`src/rtl/mod_plpprobe.sv`:
```
// mod_plpprobe: PLP bus initiator that probes a plpid responder after reset.
// It reads the ID word at BASE and the frequency word at BASE+4. It checks the
// ID against EXPECT_ID, latches the frequency, and then derives a
// fractional-rate tick of TICK_HZ Hz from that frequency.
//
// Optional feature, controlled by the macro PLPPROBE_TICK_EN:
//   defined   - the phase accumulator and the tick output are built.
//   undefined - there is no accumulator and tick is tied to 0. S_RUN only holds
//               valid and waits for reprobe.
module mod_plpprobe #(
  parameter logic [31:0] BASE      = 32'h0,
  parameter logic [31:0] EXPECT_ID = 32'hdeadbeef,
  parameter logic [31:0] TICK_HZ   = 32'd1000
) (
  input  logic        clk,
  input  logic        rst,
  output logic        de,
  output logic [31:0] daddr,
  output logic        drw,
  output logic [31:0] dout,
  input  logic [31:0] din,
  input  logic        reprobe,
  output logic [31:0] id,
  output logic [31:0] freq,
  output logic        valid,
  output logic        err,
  output logic        tick
);

  typedef enum logic [1:0] {
    S_RD_ID   = 2'd0,
    S_RD_FREQ = 2'd1,
    S_RUN     = 2'd2,
    S_ERR     = 2'd3
  } state_t;

  state_t      state_q, state_d;
  logic [31:0] id_q, id_d;
  logic [31:0] freq_q, freq_d;
  logic        valid_q, valid_d;
  logic        err_q, err_d;

  // Next-state logic: the probe sequence, the capture of id/freq and the
  // status flags.
  // NOTE: every signal gets a default before the case statement. Without
  // these defaults, a path that leaves a signal unassigned infers a latch.
  always_comb begin
    state_d = state_q;
    id_d    = id_q;
    freq_d  = freq_q;
    valid_d = valid_q;
    err_d   = err_q;
    case (state_q)
      S_RD_ID: begin
        id_d = din;
        if (din == EXPECT_ID) begin
          state_d = S_RD_FREQ;
        end else begin
          state_d = S_ERR;
          err_d   = 1'b1;
        end
      end
      S_RD_FREQ: begin
        freq_d = din;
        // A frequency below TICK_HZ (including 0) cannot carry the tick rate.
        if (din < TICK_HZ) begin
          state_d = S_ERR;
          err_d   = 1'b1;
        end else begin
          state_d = S_RUN;
          valid_d = 1'b1;
        end
      end
      S_RUN: begin
        if (reprobe) begin
          state_d = S_RD_ID;
          valid_d = 1'b0;
        end
      end
      S_ERR: begin
        if (reprobe) begin
          state_d = S_RD_ID;
          err_d   = 1'b0;
        end
      end
      default: state_d = S_RD_ID;
    endcase
  end

  // State and capture registers with a synchronous active-low reset.
  // NOTE: sequential state uses non-blocking assignments only, so every flop
  // samples the values from before the edge, whatever order the code runs in.
  always_ff @(posedge clk) begin
    if (!rst) begin
      state_q <= S_RD_ID;
      id_q    <= 32'h0;
      freq_q  <= 32'h0;
      valid_q <= 1'b0;
      err_q   <= 1'b0;
    end else begin
      state_q <= state_d;
      id_q    <= id_d;
      freq_q  <= freq_d;
      valid_q <= valid_d;
      err_q   <= err_d;
    end
  end

`ifdef PLPPROBE_TICK_EN
  // acc is kept below freq. Adding TICK_HZ (which is <= freq) therefore fits
  // in 33 bits.
  logic [32:0] acc_q, acc_d;
  logic [32:0] acc_sum;
  logic        acc_wrap;
  logic        tick_q, tick_d;

  // Phase accumulator. It runs only in S_RUN. A reprobe clears it and
  // suppresses any wrap in the same cycle.
  always_comb begin
    acc_sum  = acc_q + {1'b0, TICK_HZ};
    acc_wrap = (acc_sum >= {1'b0, freq_q});
    acc_d    = acc_q;
    tick_d   = 1'b0;
    if (state_q == S_RUN) begin
      if (reprobe) begin
        acc_d = 33'h0;
      end else if (acc_wrap) begin
        acc_d  = acc_sum - {1'b0, freq_q};
        tick_d = 1'b1;
      end else begin
        acc_d = acc_sum;
      end
    end
  end

  // Accumulator and registered tick pulse.
  always_ff @(posedge clk) begin
    if (!rst) begin
      acc_q  <= 33'h0;
      tick_q <= 1'b0;
    end else begin
      acc_q  <= acc_d;
      tick_q <= tick_d;
    end
  end

  assign tick = tick_q;
`else
  assign tick = 1'b0;
`endif

  // Bus request decode. It is gated by rst so that the bus stays idle
  // combinationally while reset is held.
  always_comb begin
    de    = 1'b0;
    daddr = 32'h0;
    if (rst) begin
      case (state_q)
        S_RD_ID: begin
          de    = 1'b1;
          daddr = BASE;
        end
        S_RD_FREQ: begin
          de    = 1'b1;
          daddr = BASE + 32'd4;
        end
        default: begin
          de    = 1'b0;
          daddr = 32'h0;
        end
      endcase
    end
  end

  assign drw   = 1'b0;
  assign dout  = 32'h0;
  assign id    = id_q;
  assign freq  = freq_q;
  assign valid = valid_q;
  assign err   = err_q;

endmodule
```
`config.mk`:
```
export PLATFORM = sky130hd
export DESIGN_NAME = mod_plpprobe
export DESIGN_NICKNAME = d
export VERILOG_FILES = /design/src/rtl/mod_plpprobe.sv
export SDC_FILE = /design/constraint.sdc
export NUM_CORES = 1
export LEC_CHECK = 0
export ABC_AREA = 1
export BUFFER_PORTS_ARGS = -buffer_cell sky130_fd_sc_hd__buf_4
export CAP_MARGIN = 10
export CORE_MARGIN = 8
export CORE_UTILIZATION = 45
export CTS_BUF_LIST = sky130_fd_sc_hd__clkbuf_4 sky130_fd_sc_hd__clkbuf_8 sky130_fd_sc_hd__clkbuf_16
export DETAILED_ROUTE_END_ITERATION = 8
export PLACE_DENSITY = 0.77
export SLEW_MARGIN = 20
export SYNTH_ARGS = -nofsm -noshare
export SYNTH_HDL_FRONTEND = slang
export SYNTH_SLANG_ARGS = --single-unit
```
`constraint.sdc`:
```
create_clock -name clk -period 1.31 [get_ports clk]
set_input_delay 0 -clock clk [delete_from_list [all_inputs] [get_ports clk]]
set_output_delay 0 -clock clk [all_outputs]
set_load 0.1 [all_outputs]
```
Word level (Yosys, flattened, before mapping). Index checks and enable logic that the tools add are counted.

Word-level logic and storage cells: 37. Register bits after elaboration: 68.

Reductions and logical operators: 7. Magnitude comparators: 1. Muxes and demuxes: 14. Equality and inequality tests: 10.

Operators with widths (number): $eq 32x32->1 const B (1); $lt 32x10->1 const B (1); $ne 2x2->1 const B (5); $mux 1 (7); $mux 3 (2); $pmux 2 s3 (1); $eq 2x2->1 const B (2); $mux 2 (2); $reduce_and 4->1 (1); $reduce_or 2->1 (2); $pmux 1 s3 (1); $reduce_and 3->1 (1); $reduce_bool 3->1 (1); $eq 2x1->1 const B (1); $logic_not 2->1 (1); $ne 2x1->1 const B (1); $pmux 1 s2 (1); $reduce_bool 2->1 (1).

Longest topological paths before layout.
Depth after elaboration: 4. Mapped depth: 11.

Worst setup path before layout. No wires, ideal clock.

Path kind: flip-flop to output port. From: register state_q[0]. To: output port daddr[2]. Path slack: -0.789 ns. Stages on the path, launching flop included: 6. Required time: 1.310 ns. Buffers on the path: 1. Arrival time: 2.099 ns. Cells stage by stage: dfxtp_1 inv_1 nor2_4 inv_2 buf_2 nor2_1.

Cells in the longest elaborated chain, start to end: 3.

RTL lines: from (decl) (line 37) `state_t state_q, state_d;`; from (signal assigned) (line 101) `state_q <= state_d;`; $eq 2x1->1 (line 158) `case (state_q)`; $mux 3 (line 158); $mux 3 (line 157) `if (rst) begin`; to (decl) (line 18) `output logic [31:0] daddr,`.

No other way between the ends.

Worst setup path in the final report.
From: input port din[16]. To: register err_q, in the netlist err.

Cells in the longest elaborated chain, start to end: 3. Elaborated cells on any way between the ends: 5. Classes of those cells: 1 x order compare; 3 x eq/ne; 1 x reduce/logical.

RTL lines: from (decl) (line 21) `input logic [31:0] din,`; $lt 32x10->1 / $eq 32x32->1 (equally long branches) (line 66, 56); $ne 2x2->1 (no line); $reduce_and 4->1 (no line) (*); to (signal assigned) (line 105) `err_q <= err_d;`; to (decl) (line 41) `logic err_q, err_d;`.

Every way passes the cells marked *; elsewhere a longest branch is shown, timed or not. A chain may end at the register's enable or synchronous reset.

==> results.ini <==
[timing]
grt_setup_unrepaired = true
clock_skew_ns = 0.00702
finalSetupTns_ns = 0
fin_ws_ns = 0.0107
whs_ns = 0.0285
min_period_ns = 1.30
timing.final.crit_share_pct = 99.2
setup_violations = 0
hold_viol_final = 0
fmax_mhz = 770
drv_slew = 0

[layout]
final_cell_area_mm2 = 0.00441
area_growth_pct = 43.5
drive_gt1_share_pct = 32.6
diodes = 0
fin_util_pct = 65.6
stdcell_count = 650
fin_nets = 600

[routing]
wirelength_um = 9880
wl_per_cell_um = 15.2
drt_iter0_drc = 171
drt-pass1-iter-count = 4
vias = 3104
drc_errors = 0
ant_nets = 0
drt-vias-per-instance = 4.78

[floorplan]
die_w_um = 98.6
std_cell_rows = 30
die_h_um = 98.6
start_util_pct = 45.7
die-area_mm2 = 0.00973
coreArea_mm2 = 0.00672
ios = 168

[logic_synthesis]
synth_edf_count = 0
yosysUniqueCellTypes = 19
netlist_area_mm2 = 0.00307
ys_ff_latch = 68
synth.area.top_cells = dfxtp_1 (44%), buf_4 (16%), nor2_1 (15%)
post-synth-top-area-cell = dfxtp_1
synth.most_common_cell = nor2_1
syn_avg_cell_area_um2 = 7.33
yosysSeqAreaShare_pct = 44.3
ys_warn_count = 0
synth_ff_type = dfxtp_1
syn_inst = 419
async_reset_ff_share_pct = 0
synth_common_cells = nor2_1 (120), dfxtp_1 (68), buf_4 (65), o21ai_0 (64), nand2_1 (34)
synth.top_cell.area_share_pct = 44.3

[clock_tree]
clock-sinks = 68
clkTransAtPathRegs_ns = 0.08
cts_buffers = 9
clock_latency_ns = 0.34
htree_levels = 3
cts_max_path_buffers = 2
ctsRootBufferMaster = clkbuf_8
cts_tree = yes

[critical_path]
cp_max_fo = 4
worst_ep_arrival_time_ns = 1.53
critPathCaptureType = register
path_class = in -> reg
required_ns = 1.54
r2r_cells = 10
critical_path.startpoint_type = input port

[global_routing]
grt_pass1_vias = 3087
grt_pass1_wl_um = 15200
antenna_found_initial = 0
grt_max_degree = 36
grtUsageTotal_pct = 19.3
grt_overflow = 0

[outcome]
outcome = finished clean

[power]
power.total_mw = 6.94
total_leakage_power_nw = 2.18
p_per_area_mw_per_mm2 = 1570
ir_worst_vdd_mv = 0.813

[placed_design]
place_area_mm2 = 0.00376
dp_hpwl_um = 6950
pre_cts_ws_ns = 0.0605
port_buffers = 102
dp_cells = 593
place.gp.congestion = 0.822

[worst_hold_path]
min_path_type = in -> reg
hold_depth = 3

[job]
drv_cap = 0

-- kinds of logic (layout without fill, tap and decap cells) --
family,count (synthesis),count (layout),share of synthesized area (%)
AND/OR/NAND/NOR,163,163,20.8
AO/OA/AOI/OAI,85,85,14.1
buffers and inverters,102,189,20.6
flip-flops,68,68,44.3
other,1,65,0.122
-- power by group --
part / internal (mW) / switching [mW]
clock: 0.675 / 0.817
sequential: 2.26 / 0.0966
combinational: 0.540 / 2.56
-- worst paths after layout --
check                       endpoint                     from  slack (ns)
min reg2reg         err$_SDFFE_PN0P_         err$_SDFFE_PN0P_        0.48
min          state_q[0]$_SDFFE_PN0P_                      rst        0.03
max                 err$_SDFFE_PN0P_                  din[16]        0.01
max reg2reg         err$_SDFFE_PN0P_  state_q[0]$_SDFFE_PN0P_        0.02
-- state kept, by name (all words and copies together), names as in the netlist --
signal   cells
id          32
freq        32
state_q      2
valid        1
err          1
-- routing by layer --
layer	GRT usage, %	routed length, um
met5	0	0
met4	8.15	228
met3	9.73	1240
met2	31.1	4500
met1	20.9	3920
-- layout by cell type, fill, tap and decap left out, drive strengths merged --
cell	n
conb	65
nand3	3
nor2	122
o211a	1
nand2	35
inv	17
clkinvlp	2
a21oi	20
dlygate4sd3	33
dfxtp	68
or2	1
nand4	2
clkinv	6
buf	122
o21ai	64
clkbuf	9
-- timing repair --
action / 4_1_cts / 5_1_grt
cloned: 0 / 0
hold buffers: 33 / 0
endpoints found under the hold margin: 64 / 0
gates resized for setup: 6 / 32
endpoints found under the setup margin: 1 / 6
pin swaps: 1 / 14
setup buffers: 2 / 10
-- worst max-delay path: stages --
cell	delay, ns
dlygate4sd3_1	0.54
buf_4	0.16
nor2_1	0.13
nand2_1	0.06
nor2_1	0.11
nand2_1	0.07
nor2_2	0.14
nand2_2	0.08
nand2_1	0.06
nand2_1	0.05
nand2_1	0.07
a21oi_2	0.05
-- area by class of cell --
class | instances | area [um2]
clock buffer | 9 | 124
timing repair buffer | 155 | 1290
fill | 553 | 2310
inverter | 18 | 80.1
clock inverter | 7 | 43.8
tap | 80 | 100
sequential | 68 | 1390
multi-input combinational | 313 | 1380
No activity file was read; power rests on OpenSTA's default activity.
